`src/rtl/simple_pkg.sv`:
```
// Shared types and encodings for the SIMPLE phase controller.
// SIMPLE_STEP_EN adds a WAIT state used for single-step operation.
package simple_pkg;

  localparam logic [4:0] PH_P1 = 5'b00001;
  localparam logic [4:0] PH_P2 = 5'b00010;
  localparam logic [4:0] PH_P3 = 5'b00100;
  localparam logic [4:0] PH_P4 = 5'b01000;
  localparam logic [4:0] PH_P5 = 5'b10000;

  typedef enum logic [2:0] {
    CL_ALU,
    CL_LD,
    CL_ST,
    CL_LI,
    CL_B,
    CL_BCC,
    CL_NOP
  } op_class_t;

  localparam logic [3:0] OP_CMP = 4'b0101;
  localparam logic [3:0] OP_OUT = 4'b1101;
  localparam logic [3:0] OP_HLT = 4'b1111;

  localparam logic [2:0] CC_BE  = 3'b000;
  localparam logic [2:0] CC_BLT = 3'b001;
  localparam logic [2:0] CC_BLE = 3'b010;
  localparam logic [2:0] CC_BNE = 3'b011;

  typedef enum logic [2:0] {
    ST_P1,
    ST_P2,
    ST_P3,
    ST_P4,
    ST_P5,
    ST_HALT
`ifdef SIMPLE_STEP_EN
    , ST_WAIT
`endif
  } state_t;

  // major = instr[15:14], minor = instr[13:11]
  function automatic op_class_t decode_class(input logic [1:0] major,
                                             input logic [2:0] minor);
    op_class_t cls;
    case (major)
      2'b11:   cls = CL_ALU;
      2'b00:   cls = CL_LD;
      2'b01:   cls = CL_ST;
      default: begin
        case (minor)
          3'b000:  cls = CL_LI;
          3'b100:  cls = CL_B;
          3'b111:  cls = CL_BCC;
          default: cls = CL_NOP;
        endcase
      end
    endcase
    return cls;
  endfunction

endpackage

```
`src/rtl/simple_branch_eval.sv`:
```
// Branch-taken evaluation for B and BCC against the {S,Z,C,V} flags.
module simple_branch_eval
  import simple_pkg::*;
(
  input  logic [3:0] szcv,
  input  logic [2:0] cond,
  input  logic       is_b,
  input  logic       is_bcc,
  output logic       taken
);

  logic flag_s;
  logic flag_z;
  logic flag_v;
  logic unused_carry;
  logic cond_ok;

  assign flag_s       = szcv[3];
  assign flag_z       = szcv[2];
  assign flag_v       = szcv[0];
  assign unused_carry = szcv[1];

  always_comb begin
    cond_ok = 1'b0;
    case (cond)
      CC_BE:   cond_ok = flag_z;
      CC_BLT:  cond_ok = flag_s ^ flag_v;
      CC_BLE:  cond_ok = flag_z | (flag_s ^ flag_v);
      CC_BNE:  cond_ok = ~flag_z;
      default: cond_ok = 1'b0;
    endcase
  end

  assign taken = is_b | (is_bcc & cond_ok);

endmodule

```
`src/rtl/simple_phase_ctrl.sv`:
```
// Five-phase sequencer and control-strobe generator for the SIMPLE datapath.
// Optional single-step mode via `define SIMPLE_STEP_EN (adds `step` input and WAIT state).
module simple_phase_ctrl
  import simple_pkg::*;
#(
  parameter int NPHASE       = 5,
  parameter int MEM_WAIT_MAX = 15
) (
  input  logic              clk,
  input  logic              rst,
  input  logic [15:0]       instr,
  input  logic [3:0]        szcv,
  input  logic              mem_ready,
`ifdef SIMPLE_STEP_EN
  input  logic              step,
`endif
  output logic [NPHASE-1:0] phase,
  output logic              ir_we,
  output logic              pc_we,
  output logic              jflag,
  output logic              rf_we,
  output logic              szcv_we,
  output logic              ram_re,
  output logic              ram_we,
  output logic              halted,
  output logic              mem_timeout
);

  localparam int CW = $clog2(MEM_WAIT_MAX + 1);
  localparam logic [CW-1:0] WAIT_MAX = CW'(MEM_WAIT_MAX);
  localparam logic [CW-1:0] WAIT_PRE = CW'(MEM_WAIT_MAX - 1);

  state_t          state_q;
  state_t          state_d;
  op_class_t       cls;
  logic [3:0]      op3;
  logic [2:0]      cond;
  logic            is_hlt;
  logic            is_mem;
  logic            stall;
  logic            taken;
  logic [CW-1:0]   wait_cnt;
  logic            timeout_q;
  logic [4:0]      phase_vec;
  logic            unused_low;

  assign cls        = decode_class(instr[15:14], instr[13:11]);
  assign op3        = instr[7:4];
  assign cond       = instr[10:8];
  assign unused_low = ^instr[3:0];
  assign is_hlt     = (cls == CL_ALU) && (op3 == OP_HLT);
  assign is_mem     = (cls == CL_LD) || (cls == CL_ST);
  assign stall      = (state_q == ST_P4) && is_mem && !mem_ready;

  simple_branch_eval u_branch (
    .szcv   (szcv),
    .cond   (cond),
    .is_b   (cls == CL_B),
    .is_bcc (cls == CL_BCC),
    .taken  (taken)
  );

  always_ff @(posedge clk or negedge rst) begin
    if (!rst) begin
      state_q <= ST_P1;
    end else begin
      state_q <= state_d;
    end
  end

  always_comb begin
    state_d = state_q;
    case (state_q)
      ST_P1:   state_d = ST_P2;
      ST_P2:   state_d = is_hlt ? ST_HALT : ST_P3;
      ST_P3:   state_d = ST_P4;
      ST_P4:   state_d = stall ? ST_P4 : ST_P5;
`ifdef SIMPLE_STEP_EN
      ST_P5:   state_d = ST_WAIT;
      ST_WAIT: state_d = step ? ST_P1 : ST_WAIT;
`else
      ST_P5:   state_d = ST_P1;
`endif
      ST_HALT: state_d = ST_HALT;
      default: state_d = ST_P1;
    endcase
  end

  // Timeout flag is registered so it fires on the first cycle the saturated count is visible.
  always_ff @(posedge clk or negedge rst) begin
    if (!rst) begin
      wait_cnt  <= '0;
      timeout_q <= 1'b0;
    end else begin
      timeout_q <= stall && (wait_cnt == WAIT_PRE);
      if (stall) begin
        if (wait_cnt != WAIT_MAX) begin
          wait_cnt <= wait_cnt + CW'(1);
        end
      end else begin
        wait_cnt <= '0;
      end
    end
  end

  // Strobes are gated by rst so an asynchronous reset silences them before the next edge.
  always_comb begin
    phase_vec = '0;
    ir_we     = 1'b0;
    pc_we     = 1'b0;
    jflag     = 1'b0;
    rf_we     = 1'b0;
    szcv_we   = 1'b0;
    ram_re    = 1'b0;
    ram_we    = 1'b0;
    halted    = 1'b0;
    case (state_q)
      ST_P1: begin
        phase_vec = PH_P1;
        ir_we     = rst;
      end
      ST_P2: phase_vec = PH_P2;
      ST_P3: begin
        phase_vec = PH_P3;
        szcv_we   = rst && (cls == CL_ALU) && !is_hlt;
      end
      ST_P4: begin
        phase_vec = PH_P4;
        ram_re    = rst && (cls == CL_LD);
        ram_we    = rst && (cls == CL_ST);
      end
      ST_P5: begin
        phase_vec = PH_P5;
        pc_we     = rst;
        jflag     = rst && taken;
        rf_we     = rst && ((cls == CL_LD) || (cls == CL_LI) ||
                            ((cls == CL_ALU) && (op3 != OP_CMP) &&
                             (op3 != OP_OUT) && (op3 != OP_HLT)));
      end
      ST_HALT: halted = rst;
      default: phase_vec = '0;
    endcase
  end

  assign phase       = phase_vec;
  assign mem_timeout = timeout_q;

  phase_onehot: assert property (@(posedge clk) disable iff (!rst) $onehot0(phase));

endmodule

```
`config.mk`:
```
export PLATFORM = sky130hd
export DESIGN_NAME = simple_phase_ctrl
export DESIGN_NICKNAME = d
export VERILOG_FILES = /design/src/rtl/simple_pkg.sv /design/src/rtl/simple_branch_eval.sv /design/src/rtl/simple_phase_ctrl.sv
export SDC_FILE = /design/constraint.sdc
export NUM_CORES = 1
export LEC_CHECK = 0
export ABC_AREA = 1
export CAP_MARGIN = 25
export CELL_PAD_IN_SITES_DETAIL_PLACEMENT = 0
export CELL_PAD_IN_SITES_GLOBAL_PLACEMENT = 1
export CORE_AREA = 4 4 58 60
export CTS_BUF_LIST = sky130_fd_sc_hd__clkbuf_4 sky130_fd_sc_hd__clkbuf_8 sky130_fd_sc_hd__clkbuf_16
export DETAILED_ROUTE_END_ITERATION = 8
export DIE_AREA = 0 0 62 64
export PLACE_DENSITY_LB_ADDON = 0.1
export SLEW_MARGIN = 0
export SYNTH_ARGS = -nofsm -noshare
export SYNTH_HDL_FRONTEND = slang
export SYNTH_HIERARCHICAL = 1
export SYNTH_SLANG_ARGS = --single-unit
```
`constraint.sdc`:
```
create_clock -name clk -period 1.2 [get_ports clk]
set_input_delay 0.24 -clock clk [delete_from_list [all_inputs] [get_ports clk]]
set_output_delay 0.24 -clock clk [all_outputs]
set_load 0.01 [all_outputs]
```
# Word-level counts from Yosys, hierarchy flattened
# Index checks and enable logic that the tools add are counted.
# word_totals
word_cells	73
register_bits	8
inputBits	23
output_inout_bits	14
# op_classes
reduce_logical	23
eq_ne	24
n_mux	17
n_addsub	1
n_bitwise	5
# ops
cell	n
5-bit case mux with 5 select lines	1
3-bit by 2-bit == test with 1-bit output (second input constant)	6
3-bit == test (second input constant)	6
3-bit case mux with 3 select lines	2
3-bit case mux with 5 select lines	1
1-bit logical AND	13
3-bit zero test	4
4-bit inequality test (second input constant)	3
3-bit by 1-bit == test with 1-bit output (second input constant)	3
4-bit == test (second input constant)	2
1-bit 2-to-1 mux	8
4-bit 2-to-1 mux	2
3-bit 2-to-1 mux	2
4-bit by 1-bit adder with 4-bit output (second input constant)	1
4-bit by 3-bit inequality test with 1-bit output (second input constant)	1
1-bit case mux with 4 select lines	1
1-bit logical OR	3
2-bit by 1-bit == test with 1-bit output (second input constant)	1
2-bit == test (second input constant)	1
1-bit zero test	2
2-bit zero test	1
2-bit by 1-bit inequality test with 1-bit output (second input constant)	1
1-bit bitwise OR	2
1-bit AND	1
2 further kinds	2

# Logic depth before layout (Yosys ltp)
# Gate-level depths: netlist (run 1).
# depth
depth_word	10
depth_mapped	9
mapped_depth_nobuf	9

# Modules after synthesis
# The synthesis (run 1) kept the hierarchy.
# by_module_without_submodules
mod	seq_area_each_um2	cells_per_inst	area_per_inst_um2	instances
simple_phase_ctrl	200.2	86	621.8	1
simple_branch_eval	0.0	19	73.8	1

# Least setup slack after synthesis (run 1)
# OpenSTA, ideal clock, no wires.
# synth_path
kind	reg2out
startpoint	reg state_q[0]
endpoint	out szcv_we
slack_ns	-0.076
stages_incl_launch_ff	6
t_required_ns	0.960
arrival_time_ns	1.036
n_path_buf	0
path_cell_list	dfrtp_1 > nor2_2 > inv_2 > nor2_2 > inv_2 > nor2_1
# synth_between
elab_chain_cells	2
# synth_lines
element	line	rtl
from (decl)	simple_phase_ctrl.sv:33	state_t state_q;
from (signal assigned)	simple_phase_ctrl.sv:67	state_q <= state_d;
3-bit by 2-bit == test with 1-bit output	simple_phase_ctrl.sv:117	case (state_q)
1-bit 2-to-1 mux	simple_phase_ctrl.sv:117	
to (decl)	simple_phase_ctrl.sv:22	output logic szcv_we,
# No other way between the ends.

# Worst setup path after layout (run 1)
# layout_path
startpoint	reg state_q[0]
endpoint	out rf_we
# layout_between
elab_chain_cells	2
# layout_lines
element	line	rtl
3-bit == test	simple_phase_ctrl.sv:117	
1-bit 2-to-1 mux	simple_phase_ctrl.sv:117	
to (decl)	simple_phase_ctrl.sv:21	output logic rf_we,
# No other way between the ends.

==> results.md, run 1 <==
* Die Ht at 64 µm
* EDFF count, synth at 0
* Worst reg2reg path depth at 7
* Max stage delay cell, worst path: dfrtp_2
* Critical path class: flip-flop to output port
* Die area at 3970 µm²
* Root cell of the clock tree: clkbuf_4
* Final WS setup at -0.328 ns
* Worst slew pin tran at around 0.23 ns
* Synth warn at 6
* Largest cells by area after synthesis: dfrtp_1, nand2_1, inv_1
* Boundary Pins at 37
* Area Overhead vs Synth at 95.7%
* Antenna violations before repair at 0
* Number of port buffers at 31
* Drc violations at 0
* Gr ovfl total at 0
* Gate Count Post-Synth at 105
* FMAX at approximately 0.65 GHz
* Vias per inst at around 4.3
* HP Class: input port to async pin
* Syn Nets at 130
* Worst-path clk slew at 0.05 ns
* RePlAce Congestion at approximately 0.73
* Status: finished with violations
* Max Slew Vio Count at 0
* Detailed-placement wirelength estimate at 1610 µm
* Crit path launch type: flip-flop
* Final hold viol count at 0
* Max incr delay on CP at 0.44 ns
* Routed via count at 856
* Fillers at about 300
* Final net count at approximately 190
* Crit path arrival time at 1.29 ns
* CTS Buf Count at 3
* DP Worst Slack at -0.857 ns
* Final setup fails at 21
* CP Capture Type: output port
* Die Wd at about 62 µm
* First-pass GRT wire length at 3530 µm
* LEAKAGE at 0.000729 µW
* Top cells by count, synth: nand2_1, inv_1, nor2_1
* # rows at 20
* Pin count of the biggest net entering global routing at 11
* Share of the synthesized area in the top cell type at 0.288
* TritonCTS Sinks at 8
* Core Box Area at 2930 µm²
* TritonCTS clock tree: done
* Crit path cell chain: buf_6 -> nor3_4 -> nand2_2 -> a21oi_2 -> buf_2
* # hold bufs at CTS at 0
* Final min period at about 1.5 ns
* Final period util at 1.27
* Avg Inst Size Synth at 6.63 µm²
* RSZ-0062 raised after global routing: true
* WL per Instance at just over 10 µm
* Starting density of the core at 0.238
* Max_cap viols at 0
* CP required at 0.96 ns
* Async set or reset register ratio after synthesis at 1.00
* ANT cells at 0
* Vias in the first global route at ~850
* Mapped Area at 696 µm²
* CTS Buffer Depth at 2
* Setup TNS at -3.96 ns
* Antenna-violating nets left at 0
* Top cell type by total area after synthesis: dfrtp_1
* GRT Resource Usage Total at 0.115
* Skew final at 0.00169 ns
* Worst VDD drop at 0.776 mV
* Failing checks: setup timing
* Total Wirelength at 2050 µm
* Htree depth at 1
* Pre-Repair DR Iteration Count at 4
* Sequential area share after synthesis at 0.288
* Worst Path Max Fanout at 4
* Relative slew slack at 0.846
* Register bit total from synthesis at 8
* Layout cells sized above 1 at 0.485
* Clk_lat worst skew at 0.25 ns
* Library cells used by synthesis at 22
* Most common cell in the netlist: nand2_1
* PD cells at between 1500 and 2000 nW/µm²
* Main flop type after synthesis: dfrtp_1
* 1st-iter DRT viols at 13
critical path, delay by kind of cell, from the launching register on:
| kind | cells | cell delay, ns |
|---|---|---|
| compound gates | 1 | 0.10 |
| buf+inv | 2 | 0.26 |
| flops | 1 | 0.44 |
| simple gates | 2 | 0.24 |
final timing paths:
check | from | to | slack (ns)
max in group asynchronous | rst | state_q[1] | 1.00
worst min register to register | wait_cnt[3] | wait_cnt[3] | 0.58
worst max-delay path | state_q[0] | rf_we | -0.33
worst max register to register | state_q[1] | mem_timeout | -0.12
min in group clk | wait_cnt[3] | wait_cnt[3] | 0.58
worst min-delay path | rst | mem_timeout | 0.06
final cells by class:
cell class	count	area, µm²	area share
Clock buffer	3	22.5	0.0165
Multi-Input combinational cell	73	502	0.369
Tap cell	33	41.3	0.0303
Sequential cell	8	203	0.149
Inverter	24	97.6	0.0717
Timing Repair Buffer	59	495	0.364
layer usage:
layer	up-vias	global-route usage	part of all wire	wire length (µm)
met1	381	0.146	0.41	847
met5	-	0	0	0
met3	4	0.0162	0.075	153
li1	454	-	-	-
met2	17	0.197	0.51	1040
met4	0	0.0318	0.0059	12
cells in the final DEF, fill, tap and decap left out, types with 4 or more instances in the layout:
| master | count |
|---|---|
| dlygate4sd2_1 | 12 |
| buf_2 | 9 |
| nand2_1 | 26 |
| nor2_1 | 8 |
| inv_2 | 6 |
| a21oi_2 | 4 |
| nand3_1 | 6 |
| nor2_2 | 4 |
| inv_1 | 15 |
| clkdlybuf4s50_1 | 6 |
| buf_6 | 12 |
| buf_4 | 20 |
| dfrtp_1 | 6 |
where the power goes:
part,switching (µW),internal [µW],total [µW]
logic,680,859,1540
clock network,85.7,114,200
registers,91.9,334,426
per-stage QoR:
step	instance area, µm²	cells	util	total power, µW	hold WS [ns]
finish	1360	200	0.465	2160	0.0648
global route	1360	200	0.465	2350	0.0904
CTS	1310	200	0.446	2080	0.0576
detailed placement	1210	189	0.415	1580	0.563
global placement	1210	189	0.415	1570	0.551
floorplan	712	105	-	923	-0.0556
flip-flops by register name, indices dropped and copies added (netlist names):
register / flops
mem_timeout: 1
state_q: 3
wait_cnt: 4
cell families (layout without fill, tap and decap cells):
family	after synthesis	count (layout)	share of synthesized area
buffers and inverters	24	86	0.130
AOI/OAI and AO/OA	7	7	0.0737
DFF	8	8	0.288
xor gates and xnor gates	1	1	0.0126
adders and majority gates	2	2	0.0360
and+or+nand+nor	63	63	0.460
repair_timing:
| action | CTS | global route |
|---|---|---|
| gates resized for setup | 88 | 15 |
| endpoints found under the setup margin | 16 | 21 |
| pin swaps | 7 | 7 |
| setup buffers | 8 | 1 |
Note: power is estimated with default switching activity, not from simulation.
==> run 2, diff against run 1 <==
--- a/config.mk
+++ b/config.mk
@@ -9,13 +9,15 @@
 export CAP_MARGIN = 25
 export CELL_PAD_IN_SITES_DETAIL_PLACEMENT = 0
 export CELL_PAD_IN_SITES_GLOBAL_PLACEMENT = 1
-export CORE_AREA = 4 4 58 60
+export CORE_AREA = 4 4 56 58
 export CTS_BUF_LIST = sky130_fd_sc_hd__clkbuf_4 sky130_fd_sc_hd__clkbuf_8 sky130_fd_sc_hd__clkbuf_16
 export DETAILED_ROUTE_END_ITERATION = 8
-export DIE_AREA = 0 0 62 64
+export DIE_AREA = 0 0 60 62
+export MAX_ROUTING_LAYER = met4
 export PLACE_DENSITY_LB_ADDON = 0.1
 export SLEW_MARGIN = 0
 export SYNTH_ARGS = -nofsm -noshare
 export SYNTH_HDL_FRONTEND = slang
 export SYNTH_HIERARCHICAL = 1
 export SYNTH_SLANG_ARGS = --single-unit
+export TNS_END_PERCENT = 20
==> constraint.sdc (replaced) <==
create_clock -name clk -period 1.95 [get_ports clk]
set_input_delay 0.39 -clock clk [delete_from_list [all_inputs] [get_ports clk]]
set_output_delay 0.39 -clock clk [all_outputs]
set_load 0.01 [all_outputs]
==> run 2 against run 1 <==
The flow now finishes without violations; die area is 6.3% lower; final area down 15%; first-iteration DRC count is 110% higher; cell count shrank 9.5%; hold slack improved by 0.51 ns; sequential power is 39% lower; non-clock buffer count shrank 17; clock power fell by 39%; worst setup slack better by 0.39 ns; sequential share of layout area up 2.6 points; clock skew fell by 0.0016 ns; critical path type is now input port to output port; largest power group unchanged.
==> results.md, run 2 (synthesis results as in run 1) <==
* Status: complete, no violations
* Antenna violations before repair at 0
* Relative slew slack at 0.825
* Clk_lat worst skew at 0.25 ns
* Reg power frac at 0.298
* Kind of cell adding the most delay to the critical path: buffers and inverters
* Htree depth at 1
* TritonCTS clock tree: done
* DP Worst Slack at -0.429 ns
* Final WS setup at around 0.06 ns
* CP required at 1.56 ns
* Max Slew Vio Count at 0
* Die area at 3720 µm²
* CP dominant cell by count: nor2_1
* Worst VDD drop at 0.493 mV
* Pre-Repair DR Iteration Count at 4
* R2r setup slk at 0.80 ns
* # hold bufs at CTS at 0
* Worst setup path startpoint: instr[13]
* Die Wd at 60 µm
* HP Class: input port to async pin
* Register with the most flip-flops: wait_cnt
* Net Sw Frac at 0.434
* Gr ovfl total at 0
* # rows at 19
* Area Overhead vs Synth at 65.8%
* Internal at 496 µW
* Final period util at 0.970
* Worst Path Max Fanout at 2
* Detailed-placement wirelength estimate at 1600 µm
* Starting density of the core at 0.261
* Routed via count at 770
* Max incr delay on CP at 0.47 ns
* Final hold viol count at 0
* Max stage delay cell, worst path: clkdlybuf4s50_1
* First-pass GRT wire length at 2900 µm
* Final min period at between 1.5 and 2 ns
* Crit path arrival time at 1.50 ns
* WL per Instance at 9.99 µm
* CP Capture Type: output port
* Clock network power share at 0.141
* Logic pwr share at 0.561
* ANT cells at 0
* Skew final at 0.000123 ns
* LEAKAGE at 0.000660 µW
* Vias in the first global route at 700
* Most frequent cells in the layout: nand2_1, inv_1, clkdlybuf4s50_1
* Antenna-violating nets left at 0
* Root cell of the clock tree: clkbuf_4
* GRT Resource Usage Total at 0.106
* Final net count at 177
* Worst reg2reg path depth at 3
* Pin count of the biggest net entering global routing at 7
* Net Switching at around 380 µW
* Layout cells sized above 1 at 0.240
* Boundary Pins at 37
* Max_cap viols at 0
* FMAX at 0.529 GHz
* Max reg flops at 4
* Critical path class: input port to output port
* TritonCTS Sinks at 8
* CTS Buffer Depth at 2
* RSZ-0062 raised after global routing: true
* FF-to-FF Start: wait_cnt[0]
* CP endpoint: jflag
* Die Ht at around 62 µm
* Final setup fails at 0
* Worst slew pin tran at between 0.2 and 0.3 ns
* Worst-path clk slew at 0.05 ns
* Crit path depth at 10
* Crit path cell chain: clkdlybuf4s50_1 -> nand3_1 -> nor2_1 -> inv_1 -> nor2_1 -> nand2_1 -> nand2_1 -> inv_1 -> nor2_1 -> buf_2
* RR Endpoint: wait_cnt[1]
* 1st-iter DRT viols at 27
* PD cells at 760 nW/µm²
* Commonest non-fill, non-tap cell in the layout: nand2_1
* Crit path launch type: input port
* Total Wirelength at 1810 µm
* Total power at approximately 880 µW
* Drc violations at 0
* RePlAce Congestion at 0.737
* Vias per inst at 4.25
* Worst path bufs/invs at 4
* CTS Buf Count at 3
* Number of port buffers at 31
* Core Box Area at 2660 µm²
==> run 2: cell count changes in the layout (fill, tap and decap cells not counted), sizes merged <==
cell	change
clkdlybuf4s50	+8
dlymetal6s2s	+4
clkdlybuf4s15	+2
dlygate4sd2	-3
buf	-29
clkbuf	+1
==> run 2: metal layers <==
metal,track usage,wire [µm],up-vias
li1,-,-,416
met1,0.128,805,327
met2,0.179,826,22
met3,0.0186,152,5
met4,0.0380,24,0
met5,-,0,-
==> run 2: cell type report <==
cell class / count / area [µm²]
sequential: 8 / 201
clock buffer: 3 / 22.5
multi-input combinational: 73 / 418
timing repair buffer: 42 / 383
tap: 31 / 38.8
fill: 286 / 1510
inverter: 24 / 90.1
==> run 2: how the worst min path moves through the flow <==
stage	startpoint	end	slack, ns	cells after the start
final	rst	state_q[0]	0.57	3
after global routing	rst	wait_cnt[3]	0.59	3
after CTS	wait_cnt[0]	wait_cnt[0]	0.57	2
after detailed placement	wait_cnt[0]	wait_cnt[0]	0.56	2
after global placement	wait_cnt[0]	wait_cnt[0]	0.56	2
after floorplan	rst	mem_timeout	0.09	0
==> run 2: stage by stage <==
step | setup TNS, ns | util | area, µm² | hold slack [ns] | std cells
floorplan | 0 | - | 696 | 0.0944 | 105
global placement | -2.20 | 0.423 | 1130 | 0.556 | 178
detailed placement | -2.27 | 0.423 | 1130 | 0.560 | 178
CTS | -0.144 | 0.425 | 1130 | 0.574 | 181
global route | -0.0519 | 0.433 | 1150 | 0.591 | 181
finish | 0 | 0.433 | 1150 | 0.573 | 181
==> run 2: tightest hold or removal path, cell delays in order <==
cell             delay (ns)
clkdlybuf4s50_1        0.49
buf_4                  0.14
buf_4                  0.13
==> run 2: power by group through the flow <==
| stage | Combinational, µW | Clock (µW) | Sequential (µW) |
|---|---|---|---|
| 6_report | 492 | 123 | 261 |
| 5_1_grt | 557 | 136 | 270 |
| 4_1_cts | 501 | 131 | 253 |
| 3_5_place_dp | 539 | 0 | 256 |
| 3_3_place_gp | 540 | 0 | 254 |
| 2_1_floorplan | 282 | 0 | 258 |
==> run 2: timing repair <==
| item | CTS | global route |
|---|---|---|
| endpoints found under the setup margin | 12 | 6 |
| pin swaps | 0 | 1 |
| buffers inserted | 0 | 0 |
| cloned | 0 | 0 |
| resized for setup | 19 | 10 |
| hold endpoints to repair | 0 | 0 |
